### src/rtl/button_event_gen.sv
// button_event_gen: debounced level (clk, async-high rst, debounced) -> registered press/release/long/repeat pulses and held level
module button_event_gen #(
  parameter int LONG_CYCLES   = 50000000,
  parameter int REPEAT_CYCLES = 10000000,
  parameter int CNT_W         = 26
) (
  input  logic clk,
  input  logic rst,
  input  logic debounced,
  output logic press_pulse,
  output logic release_pulse,
  output logic long_pulse,
  output logic repeat_pulse,
  output logic held
);
  typedef enum logic [1:0] {IDLE, PRESSED, HOLD} state_t;
  localparam logic [CNT_W-1:0] LONG_MAX = CNT_W'(LONG_CYCLES - 1);
  localparam logic [CNT_W-1:0] REP_MAX  = CNT_W'(REPEAT_CYCLES - 1);
  state_t state;
  logic [CNT_W-1:0] cnt;
  logic armed;
  always_ff @(posedge clk or posedge rst) begin
    if (rst) begin
      state         <= IDLE;
      cnt           <= '0;
      armed         <= 1'b0;
      press_pulse   <= 1'b0;
      release_pulse <= 1'b0;
      long_pulse    <= 1'b0;
      repeat_pulse  <= 1'b0;
      held          <= 1'b0;
    end else begin
      press_pulse   <= 1'b0;
      release_pulse <= 1'b0;
      long_pulse    <= 1'b0;
      repeat_pulse  <= 1'b0;
      if (state == IDLE && !debounced) armed <= 1'b1;
      case (state)
        IDLE: if (debounced && armed) begin
          state       <= PRESSED;
          cnt         <= '0;
          press_pulse <= 1'b1;
        end
        PRESSED: if (!debounced) begin
          state         <= IDLE;
          cnt           <= '0;
          release_pulse <= 1'b1;
        end else if (cnt == LONG_MAX) begin
          state      <= HOLD;
          cnt        <= '0;
          long_pulse <= 1'b1;
          held       <= 1'b1;
        end else begin
          cnt <= cnt + CNT_W'(1);
        end
        HOLD: if (!debounced) begin
          state         <= IDLE;
          cnt           <= '0;
          release_pulse <= 1'b1;
          held          <= 1'b0;
        end else if (cnt == REP_MAX) begin
          cnt          <= '0;
          repeat_pulse <= 1'b1;
        end else begin
          cnt <= cnt + CNT_W'(1);
        end
        default: state <= IDLE;
      endcase
    end
  end
endmodule

### config.mk
export PLATFORM = sky130hd
export DESIGN_NAME = button_event_gen
export DESIGN_NICKNAME = d
export VERILOG_FILES = /design/src/rtl/button_event_gen.sv
export SDC_FILE = /design/constraint.sdc
export NUM_CORES = 1
export LEC_CHECK = 0
export CORE_UTILIZATION = 45
export DETAILED_ROUTE_END_ITERATION = 8
export GPL_ROUTABILITY_DRIVEN = 0
export PLACE_DENSITY = 0.66
export SLEW_MARGIN = 20
export SYNTH_ARGS = -nofsm -noshare
export SYNTH_HDL_FRONTEND = slang
export SYNTH_SLANG_ARGS = --single-unit
### constraint.sdc
create_clock -name clk -period 3.6 [get_ports clk]
set_clock_uncertainty 0.15 [all_clocks]
set_input_delay 0.9 -clock clk [delete_from_list [all_inputs] [get_ports clk]]
set_output_delay 0.9 -clock clk [all_outputs]
set_load 0.05 [all_outputs]
==> results of run 1 <==
## worst paths after layout
| check | from | end | slack (ns) | cells past startpoint |
|---|---|---|---|---|
| worst min-delay path | armed | armed | 0.34 | 1 |
| worst max register to register | cnt[17] | cnt[2] | 0.75 | 6 |
| min in group asynchronous | rst | cnt[13] | 0.85 | 3 |
| worst min register to register | armed | armed | 0.34 | 1 |
| worst max-delay path | cnt[17] | cnt[2] | 0.75 | 6 |
| max in group asynchronous | rst | cnt[20] | 2.15 | 3 |
## worst max-delay path, delay by kind of cell, from the launching register on
kind	cells	cell delay [ns]
and+or+nand+nor	2	0.91
DFF	1	0.43
buffers and inverters	1	0.17
AOI/OAI and AO/OA	3	1.02
## power groups by stage
| stage | registers [mW] | logic, mW | clock network (mW) |
|---|---|---|---|
| floorplan | 0.440 | 0.137 | 0 |
| global placement | 0.418 | 0.216 | 0 |
| detailed placement | 0.421 | 0.216 | 0 |
| CTS | 0.413 | 0.217 | 0.273 |
| global route | 0.415 | 0.239 | 0.292 |
| finish | 0.412 | 0.218 | 0.266 |
## final cells by class
type / instances / area (sq um) / area share (%)
inverters: 8 / 30.0 / 1.38
clock inverters: 2 / 10.0 / 0.459
well taps: 50 / 62.6 / 2.87
clock buffers: 5 / 68.8 / 3.16
multi-input cells: 157 / 1040 / 47.8
repair buffers: 13 / 115 / 5.28
flip-flops and latches: 34 / 851 / 39.0
## logic make-up after synthesis
logic type               share of synthesized area (%)
AND/OR/NAND/NOR                                   27.4
multiplexers                                     0.577
adder cells (fa/ha/maj)                           3.21
flip-flops                                        43.6
AO/OA/AOI/OAI                                     15.1
XOR/XNOR                                          7.18
buffers and inverters                             2.89
## per-layer routing
| layer | up-vias | part of all wire, % | track usage, % |
|---|---|---|---|
| met3 | 9 | 4.1 | 5.50 |
| li1 | 781 | - | - |
| met2 | 35 | 47 | 33.9 |
| met5 | - | 0 | 0 |
| met1 | 751 | 46 | 29.2 |
| met4 | 0 | 2.0 | 8.85 |
## per-stage QoR
stage	util [%]	std cells	total power, mW
after floorplan	-	204	0.577
after global placement	51.4	262	0.634
after detailed placement	51.4	262	0.637
after CTS	53.4	269	0.904
after global routing	53.4	269	0.946
final	53.4	269	0.896
## state kept, by name, summed over array words and instances, names as in the netlist
name	count
cnt	26
state	2
armed	1
held	1
long_pulse	1
press_pulse	1
release_pulse	1
repeat_pulse	1
## placed cells by master, fill, tap and decap left out, types with 4 or more instances in the layout
| cell type | count |
|---|---|
| clkdlybuf4s50_1 | 7 |
| a21boi_1 | 4 |
| and3_1 | 6 |
| clkbuf_8 | 5 |
| or3_1 | 4 |
| xnor2_1 | 8 |
| ha_1 | 5 |
| nand2_1 | 24 |
| xor2_1 | 8 |
| inv_1 | 8 |
| nor2_1 | 4 |
| a21oi_1 | 19 |
| nor3_1 | 6 |
| nand3_1 | 10 |
| and2_1 | 4 |
| nand4_1 | 8 |
| buf_4 | 6 |
| dfrtp_1 | 34 |
==> results by group, run 1 <==
Timing
  – Worst Hold Margin: 0.340 ns
  – Worst-margin pin slew: 0.858 ns
  – Max-slew violations: 0
  – Maximum clock rate: 351 MHz
  – Min Tclk post-route: 2.85 ns
  – Tcrit/Tclk final: 79.2%
  – Final Hold Fails: 0
  – Final setup vio count: 0
  – Rel. slew slack: 42.8%
  – Setup TNS: 0 ns
  – Final worst slack: 0.750 ns
  – RSZ-0062 raised after global routing: false

Final layout
  – Final nets: 227
  – Area Growth Syn to Fin: 11.8%
  – Post-route cell area: 2180 sq um
  – Layout cells sized above 1: 10.0%
  – Filler cells: 383
  – Inserted Diodes: 0

Yosys
  – Synth cell types: 45
  – Most frequent cell after synthesis: dfrtp_1
  – Area leader, netlist: dfrtp_1
  – Number of enable flip-flop cells after synthesis: 0
  – Syn_area_per_cell: 9.56 sq um
  – Cells after Synth: 204
  – Synth async-reset ratio: 100%
  – Largest cells by area after synthesis: dfrtp_1, a21oi_1, nand2_1
  – Syn nets: 212
  – Post-Synthesis Cell Area: 1950 sq um
  – Register area share after synthesis: 43.6%
  – Yosys top cell area share: 43.6%
  – Main flop type after synthesis: dfrtp_1
  – #FFs+latches synth: 34
  – Ys Warns: 0
  – Top cell types by occurrence after synthesis: dfrtp_1, nand2_1, a21oi_1, nand3_1

Pwr
  – Clock share of power: 29.7%
  – Net Switching: 0.298 mW
  – Net Sw Frac: 33.2%
  – P_leak: 0.855 nW
  – Comb power frac: 24.3%
  – Worst VDD drop: 0.208 mV
  – PwrDens: 411 nW/um^2
  – Reg power frac: 46.0%
  – Cell internal pwr: 0.598 mW

Global route
  – Aggregate global-route resource usage: 21.9%
  – First-pass GRT wire length: 7.32 mm
  – Largest net degree at the start of global routing: 35
  – Initial antenna violation count: 0
  – Total grt overflow: 0
  – Vias in the first global route: 1502

Floorplan
  – Ports: 8
  – Die width: 67.8 um
  – Row cnt: 23
  – Die height: 67.8 um
  – Initial Utilization: 47.7%
  – Die area: 4600 sq um
  – Core region area: 4090 sq um

Clocking
  – TritonCTS Sinks: 34
  – Inserted Clock Buffers: 5
  – Setup bufs post-CTS: 0
  – CTS resizes: 0
  – Reg clk slew, reported paths: 0.07 ns
  – H-tree depth: 2
  – CTS Buffer Depth: 2
  – TritonCTS clock tree: done
  – Root buffer cell: clkbuf_8
  – Later-pin clock latency in the skew report: 0.29 ns
  – Hold-fix buffers, CTS: 0

Detailed routing
  – Routed vias: 1576
  – DR DRC count: 0
  – Drt total wl: 4.21 mm
  – Post-route ant nets: 0
  – Vias/cell: 5.86
  – WL/cell: 15.6 um
  – Drt pass-1 iters: 4
  – Starting DRC count in detailed routing: 167

Job
  – Max_cap viols: 0

Worst hold path
  – Worst Hold Class: reg2reg

Status
  – Status: completed

Place
  – DP Worst Slack: 0.512 ns
  – Dpl hpwl: 3.05 mm
  – Port Buffers: 7
  – Post-Place Cell Area: 2100 sq um

Critical path
  – Critical path class: reg2reg
  – Arr. time, crit path: 2.83 ns
  – WP data required: 3.58 ns
  – Max incr delay on CP: 0.66 ns
  – Startpoint Class: register
  – Worst path slowest cell: o21ai_2
  – CP endpoint kind: register
  – Maximum fanout along the worst path: 21
  – Critical Path, Cell by Cell: or4b_1, nor4_2, a21oi_1, buf_4, o21ai_2, o311ai_0
(Power assumes the default switching activity.)
==> inputs of run 2 (changes only) <==
--- a/config.mk
+++ b/config.mk
@@ -8,7 +8,7 @@
 export CORE_UTILIZATION = 45
 export DETAILED_ROUTE_END_ITERATION = 8
 export GPL_ROUTABILITY_DRIVEN = 0
-export PLACE_DENSITY = 0.66
+export PLACE_DENSITY = 0.68
 export SLEW_MARGIN = 20
 export SYNTH_ARGS = -nofsm -noshare
 export SYNTH_HDL_FRONTEND = slang
==> constraint.sdc (replaced) <==
create_clock -name clk -period 2.4 [get_ports clk]
set_clock_uncertainty 0.15 [all_clocks]
set_input_delay 0.6 -clock clk [delete_from_list [all_inputs] [get_ports clk]]
set_output_delay 0.6 -clock clk [all_outputs]
set_load 0.05 [all_outputs]
==> results by group, run 2 (synthesis results as in run 1) <==
Final layout
  – Inserted Diodes: 0 (unchanged)
  – Final nets: 251 (was 227)
  – Top Registers: cnt x26, state x2 (unchanged)
  – Most frequent cells in the layout: dfrtp_1, buf_4, nand2_1, a21oi_1, nand3_1 (was dfrtp_1, nand2_1, a21oi_1, nand3_1)
  – Max reg flops: 26 (unchanged)
  – Filler cells: 351 (was 383)
  – Layout cells sized above 1: 21.4% (was 10.0%)
  – Most common cell after layout, fill and taps aside: dfrtp_1 (unchanged)
  – Area Growth Syn to Fin: 24.8% (was 11.8%)
  – Area occupied by multi-input gates: 1100 sq um (was 1040 sq um)
  – FF/Latch Area: 851 sq um (unchanged)
  – Most flop-heavy register: cnt (unchanged)
  – Layout Cells excl Fill: 293 (was 269)

Critical path
  – Critical path buffers and inverters: 0 (was 1)
  – Most frequent CP cell: or2_2
  – Critical path class: reg2reg (unchanged)
  – CP endpoint kind: register (unchanged)
  – Critical Path, Cell by Cell: ha_1, nand2_1, or2_2, or3_1, or2_2, o311ai_1 (was or4b_1, nor4_2, a21oi_1, buf_4, o21ai_2, o311ai_0)
  – Startpoint Class: register (unchanged)
  – Max incr delay on CP: 0.39 ns (was 0.66 ns)
  – Worst path slowest cell: dfrtp_1 (was o21ai_2)
  – Maximum fanout along the worst path: 4 (was 21)
  – Arr. time, crit path: 2.39 ns (was 2.83 ns)
  – WP data required: 2.42 ns (was 3.58 ns)
  – Delay-heaviest family, CP: simple AND/OR/NAND/NOR gates (was compound AO/OA/AOI/OAI gates)

Global route
  – First-pass GRT wire length: 7.79 mm (was 7.32 mm)
  – Grt peak-use layer: met2 (unchanged)
  – M2 GR Usage: 36.8% (was 33.9%)
  – Vias in the first global route: 1596 (was 1502)
  – GR Layer Usage met3: 4.83% (was 5.50%)
  – Largest net degree at the start of global routing: 35 (unchanged)
  – Aggregate global-route resource usage: 23.4% (was 21.9%)
  – Total grt overflow: 0 (unchanged)
  – Grt met1 use: 31.5% (was 29.2%)
  – Initial antenna violation count: 0 (unchanged)

Detailed routing
  – Post-route ant nets: 0 (unchanged)
  – Vias/cell: 5.72 (was 5.86)
  – Starting DRC count in detailed routing: 164 (was 167)
  – Drt pass-1 iters: 4 (unchanged)
  – WL/cell: 16.1 um (was 15.6 um)
  – Routed vias: 1675 (was 1576)
  – Drt total wl: 4.71 mm (was 4.21 mm)
  – DR DRC count: 0 (unchanged)

Clocking
  – Later-pin clock latency in the skew report: 0.29 ns (about the same)
  – CTS Buffer Depth: 2 (unchanged)
  – Reg clk slew, reported paths: 0.07 ns (about the same)
  – Root buffer cell: clkbuf_8 (unchanged)
  – Inserted Clock Buffers: 5 (unchanged)
  – H-tree depth: 2 (unchanged)
  – TritonCTS Sinks: 34 (unchanged)
  – TritonCTS clock tree: done (unchanged)

Status
  – Status: completed (unchanged)

Job
  – Max_cap viols: 0 (unchanged)

Floorplan
  – Row cnt: 23 (unchanged)
  – Die height: 67.8 um (unchanged)
  – Ports: 8 (unchanged)
  – Die width: 67.8 um (unchanged)
  – Core region area: 4090 sq um (unchanged)
  – Initial Utilization: 47.7% (unchanged)
  – Die area: 4600 sq um (unchanged)

Timing
  – Final worst slack: 0.0330 ns (was 0.750 ns)
  – Worst-margin pin slew: 0.499 ns (was 0.858 ns)
  – Setup TNS: 0 ns (unchanged)
  – Min Tclk post-route: 2.37 ns (was 2.85 ns)
  – Max-slew violations: 0 (unchanged)
  – Final Hold Fails: 0 (unchanged)
  – Tcrit/Tclk final: 98.6% (was 79.2%)
  – Rel. slew slack: 66.6% (was 42.8%)
  – RSZ-0062 raised after global routing: true (was false)
  – Maximum clock rate: 422 MHz (was 351 MHz)
  – Final setup vio count: 0 (unchanged)

Place
  – Dpl hpwl: 3.39 mm (was 3.05 mm)
  – Port Buffers: 7 (unchanged)
  – DP Worst Slack: -0.265 ns (was 0.512 ns)
  – Dpl cells: 285 (was 262)

Pwr
  – P_leak: 0.987 nW (was 0.855 nW)
  – Worst VDD drop: 0.364 mV (was 0.208 mV)
  – PwrDens: 595 nW/um^2 (was 411 nW/um^2)

Worst hold path
  – Worst Hold Class: reg2reg (unchanged)
==> run 2: cell types whose count changed in the layout (fill, tap and decap cells not counted), sizes merged <==
cell | before | now
buf | 6 | 30
clkbuf | 5 | 7
clkinv | 2 | 0
==> run 2: area by class of cell <==
| cell class | count | share of cell area, % |
|---|---|---|
| clock buffer | 7 | 3.14 |
| inverter | 8 | 1.23 |
| multi-input combinational | 157 | 45.3 |
| sequential | 34 | 35.0 |
| tap | 50 | 2.57 |
| timing repair buffer | 37 | 12.8 |
==> run 2: stage by stage <==
| stage | total power [mW] | util [%] | cell area, sq um | hold WS [ns] |
|---|---|---|---|---|
| 5_1_grt | 1.52 | 59.6 | 2430 | 0.370 |
| 3_3_place_gp | 1.03 | 56.0 | 2290 | 0.316 |
| 6_report | 1.45 | 59.6 | 2430 | 0.331 |
| 4_1_cts | 1.42 | 58.1 | 2370 | 0.333 |
| 3_5_place_dp | 1.02 | 56.0 | 2290 | 0.320 |
| 2_1_floorplan | 0.865 | - | 1950 | 0.292 |
==> run 2: path summary, 6_finish.rpt <==
check | slack, ns | end | from | cells after the start
hold reg to reg | 0.33 | armed | armed | 1
hold / removal | 0.33 | armed | armed | 1
max in group asynchronous | 1.21 | cnt[16] | rst | 3
setup reg to reg | 0.03 | cnt[24] | cnt[0] | 6
setup / recovery | 0.03 | cnt[24] | cnt[0] | 6
min in group asynchronous | 0.56 | state[0] | rst | 3
==> run 2: what timing repair did <==
action	in CTS	in global routing
pin swaps	1	7
setup endpoints to repair	9	23
gates resized for setup	2	11
endpoints found under the hold margin	0	0
hold buffers	0	0
buffers inserted	0	2
==> run 2: per-layer routing <==
| metal | share of wire [%] | vias up |
|---|---|---|
| met1 | 49 | 808 |
| met2 | 46 | 37 |
| met4 | 0.62 | 0 |
| met5 | 0 | - |
| met3 | 4.0 | 2 |
| li1 | - | 828 |
==> run 2: where the power goes <==
part	switching (mW)	total [mW]	internal, mW
logic	0.257	0.430	0.173
clock network	0.201	0.401	0.200
registers	0.0187	0.617	0.599
